### config.mk
export PLATFORM = sky130hd
export DESIGN_NAME = uart_rx
export DESIGN_NICKNAME = d
export VERILOG_FILES = /design/src/rtl/uart_rx.sv
export SDC_FILE = /design/constraint.sdc
export NUM_CORES = 1
export LEC_CHECK = 0
export CAP_MARGIN = 20
export CORE_MARGIN = 2
export CORE_UTILIZATION = 55
export CTS_CLUSTER_DIAMETER = 30
export DETAILED_ROUTE_END_ITERATION = 8
export PLACE_DENSITY = 0.89
export REMOVE_ABC_BUFFERS = 1
export SLEW_MARGIN = 20
export SYNTH_ARGS = -nofsm -noshare
export SYNTH_HDL_FRONTEND = slang
export SYNTH_SLANG_ARGS = --single-unit
### constraint.sdc
create_clock -name clk -period 2.1 [get_ports clk]
set_input_delay 0.42 -clock clk [delete_from_list [all_inputs] [get_ports clk]]
set_output_delay 0.42 -clock clk [all_outputs]
set_load 0.1 [all_outputs]
### src/rtl/uart_rx.sv
// uart_rx: standalone UART receiver with a valid/ready output stream.
// Optional build macro: UART_RX_MAJORITY_EN selects a 2-of-3 majority vote
// around each mid-bit. When it is undefined, one sample is taken at mid-bit.
module uart_rx #(
  parameter int unsigned DATA_WIDTH = 8,
  parameter int unsigned DIV_WIDTH  = 16,
  parameter int unsigned OVERSAMPLE = 16
) (
  input  logic                  clk,
  input  logic                  rst,
  input  logic                  uart_en,
  input  logic                  rx_en,
  input  logic                  n_parity_bits,
  input  logic                  n_stop_bits,
  input  logic [DIV_WIDTH-1:0]  internal_clk_divider,
  input  logic                  rx_i,
  output logic [DATA_WIDTH-1:0] out_dat_o,
  output logic                  out_vld_o,
  input  logic                  out_rdy_i,
  output logic                  parity_err_o,
  output logic                  frame_err_o,
  output logic                  overrun_err_o
);

  localparam int unsigned TICK_W    = $clog2(OVERSAMPLE);
  localparam int unsigned BIT_CNT_W = $clog2(DATA_WIDTH + 1);

  // Tick-counter value on which a bit decision is taken.
`ifdef UART_RX_MAJORITY_EN
  localparam logic [TICK_W-1:0] START_DEC = TICK_W'(OVERSAMPLE / 2);
`else
  localparam logic [TICK_W-1:0] START_DEC = TICK_W'(OVERSAMPLE / 2 - 1);
`endif
  localparam logic [TICK_W-1:0]    BIT_DEC   = TICK_W'(OVERSAMPLE - 1);
  localparam logic [BIT_CNT_W-1:0] LAST_DATA = BIT_CNT_W'(DATA_WIDTH - 1);

  localparam logic [2:0] ST_IDLE   = 3'd0;
  localparam logic [2:0] ST_START  = 3'd1;
  localparam logic [2:0] ST_DATA   = 3'd2;
  localparam logic [2:0] ST_PARITY = 3'd3;
  localparam logic [2:0] ST_STOP   = 3'd4;

  logic                  r_rx_meta;
  logic                  r_rx_sync;
  logic                  r_rx_prev;
  logic [DIV_WIDTH-1:0]  r_div_cnt;
  logic [TICK_W-1:0]     r_tick_cnt;
  logic [2:0]            r_state;
  logic [2:0]            w_state_nxt;
  logic [BIT_CNT_W-1:0]  r_bit_cnt;
  logic [DATA_WIDTH-1:0] r_shift;
  logic                  r_par_bit;
  logic                  r_stop_ok;
  logic                  r_done;
  logic                  r_done_ferr;
  logic                  r_done_perr;

  logic                  w_en;
  logic                  w_tick;
  logic                  w_start_edge;
  logic [TICK_W-1:0]     w_dec_cnt;
  logic                  w_dec;
  logic                  w_bit;
  logic                  w_last_stop;
  logic                  w_frame_end;

  assign w_en         = uart_en & rx_en;
  assign w_tick       = (r_div_cnt == internal_clk_divider);
  assign w_start_edge = (r_state == ST_IDLE) & w_en & r_rx_prev & ~r_rx_sync;
  assign w_dec_cnt    = (r_state == ST_START) ? START_DEC : BIT_DEC;
  assign w_dec        = w_en & w_tick & (r_state != ST_IDLE) & (r_tick_cnt == w_dec_cnt);
  assign w_last_stop  = ~n_stop_bits | (r_bit_cnt == BIT_CNT_W'(1));

`ifdef UART_RX_MAJORITY_EN
  logic r_maj0;
  logic r_maj1;

  // Capture the two samples that precede the decision tick.
  always_ff @(posedge clk or posedge rst) begin
    if (rst) begin
      r_maj0 <= 1'b1;
      r_maj1 <= 1'b1;
    end else if (w_tick && (r_state != ST_IDLE)) begin
      if (r_tick_cnt == w_dec_cnt - TICK_W'(2)) r_maj0 <= r_rx_sync;
      if (r_tick_cnt == w_dec_cnt - TICK_W'(1)) r_maj1 <= r_rx_sync;
    end
  end

  assign w_bit = (r_maj0 & r_maj1) | (r_maj0 & r_rx_sync) | (r_maj1 & r_rx_sync);
`else
  assign w_bit = r_rx_sync;
`endif

  // Two-flop synchroniser plus one history flop for falling-edge detection.
  always_ff @(posedge clk or posedge rst) begin
    if (rst) begin
      r_rx_meta <= 1'b1;
      r_rx_sync <= 1'b1;
      r_rx_prev <= 1'b1;
    end else begin
      r_rx_meta <= rx_i;
      r_rx_sync <= r_rx_meta;
      r_rx_prev <= r_rx_sync;
    end
  end

  // Clock divider: one tick every internal_clk_divider+1 cycles, realigned on a start edge.
  always_ff @(posedge clk or posedge rst) begin
    if (rst) begin
      r_div_cnt <= '0;
    end else if (w_start_edge || w_tick) begin
      r_div_cnt <= '0;
    end else begin
      r_div_cnt <= r_div_cnt + DIV_WIDTH'(1);
    end
  end

  // Tick counter: position within the current bit, restarted after every decision.
  always_ff @(posedge clk or posedge rst) begin
    if (rst) begin
      r_tick_cnt <= '0;
    end else if ((r_state == ST_IDLE) || w_start_edge) begin
      r_tick_cnt <= '0;
    end else if (w_tick) begin
      r_tick_cnt <= w_dec ? '0 : r_tick_cnt + TICK_W'(1);
    end
  end

  // FSM state register.
  always_ff @(posedge clk or posedge rst) begin
    if (rst) begin
      r_state <= ST_IDLE;
    end else begin
      r_state <= w_state_nxt;
    end
  end

  // FSM next state and end-of-frame strobe.
  always_comb begin
    w_state_nxt = r_state;
    w_frame_end = 1'b0;
    if (!w_en) begin
      w_state_nxt = ST_IDLE;
    end else begin
      case (r_state)
        ST_IDLE: begin
          if (w_start_edge) w_state_nxt = ST_START;
        end
        ST_START: begin
          if (w_dec) w_state_nxt = w_bit ? ST_IDLE : ST_DATA;
        end
        ST_DATA: begin
          if (w_dec && (r_bit_cnt == LAST_DATA)) begin
            w_state_nxt = n_parity_bits ? ST_PARITY : ST_STOP;
          end
        end
        ST_PARITY: begin
          if (w_dec) w_state_nxt = ST_STOP;
        end
        ST_STOP: begin
          if (w_dec && w_last_stop) begin
            w_state_nxt = ST_IDLE;
            w_frame_end = 1'b1;
          end
        end
        default: w_state_nxt = ST_IDLE;
      endcase
    end
  end

  // Frame datapath: shift data LSB first, capture parity and stop bits, flag completion.
  always_ff @(posedge clk or posedge rst) begin
    if (rst) begin
      r_bit_cnt   <= '0;
      r_shift     <= '0;
      r_par_bit   <= 1'b0;
      r_stop_ok   <= 1'b1;
      r_done      <= 1'b0;
      r_done_ferr <= 1'b0;
      r_done_perr <= 1'b0;
    end else begin
      r_done <= w_frame_end;
      if (w_frame_end) begin
        r_done_ferr <= ~(r_stop_ok & w_bit);
        r_done_perr <= n_parity_bits & (r_par_bit ^ (^r_shift));
      end
      if (w_dec) begin
        case (r_state)
          ST_START: begin
            r_bit_cnt <= '0;
            r_par_bit <= 1'b0;
            r_stop_ok <= 1'b1;
          end
          ST_DATA: begin
            r_shift   <= DATA_WIDTH'({w_bit, r_shift} >> 1);
            r_bit_cnt <= (r_bit_cnt == LAST_DATA) ? '0 : r_bit_cnt + BIT_CNT_W'(1);
          end
          ST_PARITY: begin
            r_par_bit <= w_bit;
          end
          ST_STOP: begin
            r_stop_ok <= r_stop_ok & w_bit;
            r_bit_cnt <= r_bit_cnt + BIT_CNT_W'(1);
          end
          default: ;
        endcase
      end
    end
  end

  // Output stage: handshake, word load, and error pulses (frame error beats parity error).
  always_ff @(posedge clk or posedge rst) begin
    if (rst) begin
      out_dat_o     <= '0;
      out_vld_o     <= 1'b0;
      parity_err_o  <= 1'b0;
      frame_err_o   <= 1'b0;
      overrun_err_o <= 1'b0;
    end else begin
      parity_err_o  <= 1'b0;
      frame_err_o   <= 1'b0;
      overrun_err_o <= 1'b0;
      if (!uart_en) begin
        out_vld_o <= 1'b0;
      end else begin
        if (out_vld_o && out_rdy_i) out_vld_o <= 1'b0;
        if (r_done) begin
          if (r_done_ferr) begin
            frame_err_o <= 1'b1;
          end else if (r_done_perr) begin
            parity_err_o <= 1'b1;
          end else if (!out_vld_o || out_rdy_i) begin
            out_dat_o <= r_shift;
            out_vld_o <= 1'b1;
          end else begin
            overrun_err_o <= 1'b1;
          end
        end
      end
    end
  end

endmodule

* Word level (Yosys, flattened, before mapping)
Cells that the tools add are included.
Operators by class: add/subtract/negate cells 3, multipliers 0, divide/modulo/power cells 0, magnitude comparators 0, equal/unequal tests 13, shift operators 0, mux-type cells 39, bitwise gates (word level) 16, reduce and logical (&&, ||, !) cells 20
Operator list (count):
- 2-to-1 mux 1 bit | 21
- 2-to-1 mux 3 bit | 7
- 2-to-1 mux 4 bit | 5
- adder 16 x 1 -> 16 bit, second input constant | 1
- equality test 16 bit | 1
- 2-to-1 mux 16 bit | 1
- != test 3 bit, second input constant | 5
- case mux 3 bit (5 select lines) | 1
- case mux 4 bit (3 select lines) | 1
- AND reduction 5 bit | 2
- bitwise AND 1 bit | 9
- adder 4 x 1 -> 4 bit, second input constant | 2
- AND reduction 2 bit | 4
- parity 8 bit | 1
- equality test 3 x 2 -> 1 bit, second input constant | 2
- nonzero test 2 bit | 3
- nonzero test 3 bit | 2
- inverter 1 bit | 5
- equality test 4 x 1 -> 1 bit, second input constant | 1
- equality test 4 x 3 -> 1 bit, second input constant | 1
- equality test 4 bit | 1
- case mux 1 bit (2 select lines) | 2
- equality test 3 x 1 -> 1 bit, second input constant | 1
- equality test 3 bit, second input constant | 1
- 7 further kinds | 11
Storage, ports and cells: flip-flop bits (word level) 55, bits in latches 0, bits in writable memories 0, memory bits (read-only) 0, input bits 24, output and inout port bits 12, logic and storage cells 109, memories 0

* Longest topological paths before layout
Gate-level depths: netlist of run 1.
word-level depth 8, mapped depth 8, mapped depth without buffers 6

* Worst setup path before layout of run 1
No wires, ideal clock.
kind reg2reg, start point reg out_vld_o, end point reg out_dat_o[0], setup time 126 ps, data arrival time 1744 ps, data required time 1974 ps, slack 230 ps, cell stages (with the launch flop) 4, buffers on the path 0, clock period less this slack 1870 ps, cells stage by stage dfrtp_1 nand2b_1 nand4_1 mux2_2
Between the ends: cells in the longest elaborated chain, start to end 3
RTL lines:
- from (decl) | line 18 | output logic out_vld_o,
- from (signal assigned) | line 215 | out_vld_o <= 1'b0;
- from (signal assigned) | line 224 | out_vld_o <= 1'b0;
- from (signal assigned) | line 226 | if (out_vld_o && out_rdy_i) out_vld_o <= 1'b0;
- logical NOT 1 bit | line 232 | end else if (!out_vld_o || out_rdy_i) begin
- logical OR 1 bit | line 232
- AND reduction 5 bit (no line)
- to (signal assigned) | line 233 | out_dat_o <= r_shift;
- to (decl) | line 17 | output logic [DATA_WIDTH-1:0] out_dat_o,
Every way passes these cells. A chain may end at the register's enable or synchronous reset.

* Worst setup path after layout of run 1
start point in internal_clk_divider[8], end point reg r_shift[7]
Between the ends: cells in the longest elaborated chain, start to end 5
RTL lines:
- from (decl) | line 15 | input logic [DIV_WIDTH-1:0] internal_clk_divider,
- equality test 16 bit | line 68 | assign w_tick = (r_div_cnt == internal_clk_divider);
- bitwise AND 1 bit (3 in a row) | line 71 | assign w_dec = w_en & w_tick & (r_state != ST_IDLE) & (r_tick_cnt == w_dec_cnt);
- AND reduction 2 bit (no line)
- to (signal assigned) | line 195 | r_shift <= DATA_WIDTH'({w_bit, r_shift} >> 1);
- to (decl) | line 51 | logic [DATA_WIDTH-1:0] r_shift;
Every way passes these cells.

==> impl_metrics.json, run 1 <==
{
  "status": "finished, final reports clean",
  "synth_top_cells_by_area": "dfrtp_1, mux2_2, xor2_1, xnor2_1, dfstp_2",
  "grt_max_degree": 40,
  "fin_crit_sh": 0.972,
  "critPathMaxFanout": 8,
  "ys_ff_latch": 55,
  "grt_pass1_wl_um": 9820,
  "via_per_inst": 5.43,
  "antenna-diode-count": 0,
  "dr.pass1.iters": 5,
  "min-delay-path-class": "flop to flop",
  "num_vias": 2123,
  "clkTransAtPathRegs_ps": 100,
  "rsz0062_at_grt": "no",
  "wire_per_inst_um": 14.3,
  "place_area_um2": 3390,
  "initial_utilization": 0.564,
  "antenna_found_initial": 0,
  "hold_ws_ps": 362,
  "rows": 26,
  "io_pins": 36,
  "synth_top_area_frac": 0.446,
  "p_leak_nw": 1.76,
  "total_power_mw": 2.31,
  "finalSetupViolations": 0,
  "fmax_ghz": 0.490,
  "die_height_um": 76.1,
  "async_flop_share": 1.00,
  "drc": 0,
  "cts_root_buf": "clkbuf_8",
  "dr.first_iter.drc_count": 134,
  "die_x_um": 76.1,
  "postSynthAreaPerCell_um2": 10.8,
  "synth_common_cells": "dfrtp_1, nor2_1, xor2_1",
  "synth_edf_count": 0,
  "hold_violations": 0,
  "synth-main-ff-cell": "dfrtp_1",
  "track_usage": 0.207,
  "required_ps": 2300,
  "postRouteAntennaNets": 0,
  "cp_cell_sequence": "clkdlybuf4s50_1 -> xor2_1 -> nor4_2 -> and4_4 -> buf_6 -> nand4_4 -> mux2_4",
  "netlist_instances": 265,
  "cp-start-kind": "input port",
  "cts.hold.buffers_added": 0,
  "clock_tree.buffer_depth": 2,
  "yosysUniqueCellTypes": 51,
  "max_stage_delay_ps": 420,
  "core-area_um2": 5070,
  "arrival_ps": 2240,
  "slowest_stage": "clkdlybuf4s50_1",
  "finalWirelength_um": 5600,
  "syn_to_final_growth_pct": 24.5,
  "cts_tree": "built",
  "slew_headroom": 0.687,
  "portBuffers": 35,
  "stdcell_count": 391,
  "drv_cap": 0,
  "vdd_ir_drop_max_mv": 0.503,
  "yosysWarnings": 0,
  "dp.cells": 382,
  "synthesis.area_um2": 2860,
  "dp.final_hpwl_um": 4000,
  "post-route-cell-area_um2": 3560,
  "finalCriticalPeriod_ps": 2040,
  "end_kind": "flop",
  "seq_area_frac_synth": 0.483,
  "cts_made_buffers": 5,
  "fin_nets": 348,
  "drive_above_1_share": 0.240,
  "yosysMostFrequentCell": "dfrtp_1",
  "cellPowerDensity_nw_per_um2": 648,
  "fin_skew_ps": 6.76,
  "clkSinkCount": 55,
  "worst_pin_slew_ps": 466,
  "clk_latency_ps": 300,
  "first_global_vias": 2177,
  "final_max_slew_viol_count": 0,
  "grt_overflow": 0,
  "yosysTopAreaCell": "dfrtp_1",
  "gp_congestion": 0.880,
  "fin_util": 0.701,
  "die_area_um2": 5790,
  "crit_type": "input port to flop",
  "htreeDepth": 2
}
-- report_power, final --
part | leakage [nW] | internal (mW) | total (mW) | switching (mW)
clock network | 0.0612 | 0.386 | 0.722 | 0.336
logic | 0.969 | 0.189 | 0.375 | 0.185
registers | 0.727 | 1.13 | 1.21 | 0.0792
-- cells in the final DEF (no fill, tap or decap), types with 6 or more instances in the layout --
cell type        Yosys  final
nor3_1               6      6
inv_1               14     13
buf_4                2     29
clkdlybuf4s50_1      0     15
mux2_2              19     18
nand3_1              9      9
nand4_1              7      7
clkbuf_8             0      6
nor2_1              28     28
dfrtp_1             51     51
xnor2_1             15     15
nand2_1             18     18
xor2_1              22     21
dlymetal6s2s_1       0      8
a21oi_1              7      7
-- through the flow --
| stage | setup WS, ps | TNS [ps] |
|---|---|---|
| 3_3_place_gp | -301 | -8890 |
| 5_1_grt | 1.49 | 0 |
| 3_5_place_dp | -349 | -10150 |
| 6_report | 58.1 | 0 |
| 2_1_floorplan | 107 | 0 |
| 4_1_cts | 42.5 | 0 |
-- timing repair --
action | 4_1_cts | 5_1_grt
gates cloned | 0 | 0
endpoints found under the hold margin | 0 | 0
resized for setup | 1 | 14
setup buffers | 0 | 1
pin swaps | 0 | 6
setup endpoints to repair | 11 | 15
-- path summary, 6_finish.rpt --
| kind | from | to | slack, ps | cells past startpoint |
|---|---|---|---|---|
| max | internal_clk_divider[8] | r_shift[7]$_DFFE_PP0P_ | 60 | 7 |
| max reg2reg | r_div_cnt[11]$_DFF_PP0_ | r_shift[7]$_DFFE_PP0P_ | 70 | 6 |
| min | r_rx_meta$_DFF_PP1_ | r_rx_sync$_DFF_PP1_ | 360 | 0 |
| min in group asynchronous | rst | out_dat_o[0]$_DFFE_PP0P_ | 400 | 2 |
| max in group asynchronous | rst | r_stop_ok$_DFFE_PP1P_ | 1120 | 3 |
| min reg2reg | r_rx_meta$_DFF_PP1_ | r_rx_sync$_DFF_PP1_ | 360 | 0 |
-- metal layers --
| layer | part of all wire | global-route usage | up-vias |
|---|---|---|---|
| met5 | 0 | 0 | - |
| met4 | 0.011 | 0.0527 | 0 |
| met3 | 0.043 | 0.0427 | 4 |
| met2 | 0.51 | 0.359 | 56 |
| met1 | 0.44 | 0.268 | 1032 |
| li1 | - | - | 1031 |
-- sequential cells by signal, indices dropped and copies added, names as in the netlist, 3 cells and up --
register    count
r_div_cnt      16
out_dat_o       8
r_shift         8
r_bit_cnt       4
r_tick_cnt      4
r_state         3
-- worst max-delay path, delay by kind of cell --
family,cells,cell delay [ps]
xor gates and xnor gates,1,150
and+or+nand+nor,3,800
muxes,1,350
buffers and inverters,2,530
-- layout make-up --
cell class                 instances  area [µm²]
fill                             393        1520
multi-input combinational        188        1390
sequential                        55        1380
timing repair buffer              56         531
tap                               70        87.6
clock buffer                       6        82.6
inverter                          14        52.6
clock inverter                     2        35.0
-- kinds of logic (layout without fill, tap and decap cells) --
| kind of cell | Yosys count | count (layout) | synth area share |
|---|---|---|---|
| fa+ha+maj | 4 | 4 | 0.0175 |
| simple gates | 98 | 98 | 0.189 |
| mux | 21 | 21 | 0.0818 |
| compound gates | 27 | 27 | 0.0691 |
| buf+inv | 22 | 78 | 0.0381 |
| flops | 55 | 55 | 0.483 |
| xor+xnor | 38 | 38 | 0.121 |
(Power assumes the default switching activity.)
==> run 2, diff against run 1 <==
--- a/config.mk
+++ b/config.mk
@@ -5,7 +5,6 @@
 export SDC_FILE = /design/constraint.sdc
 export NUM_CORES = 1
 export LEC_CHECK = 0
-export CAP_MARGIN = 20
 export CORE_MARGIN = 2
 export CORE_UTILIZATION = 55
 export CTS_CLUSTER_DIAMETER = 30
==> results of run 2 <==
No change in the layout: final DEF, timing and power equal those of run 1.
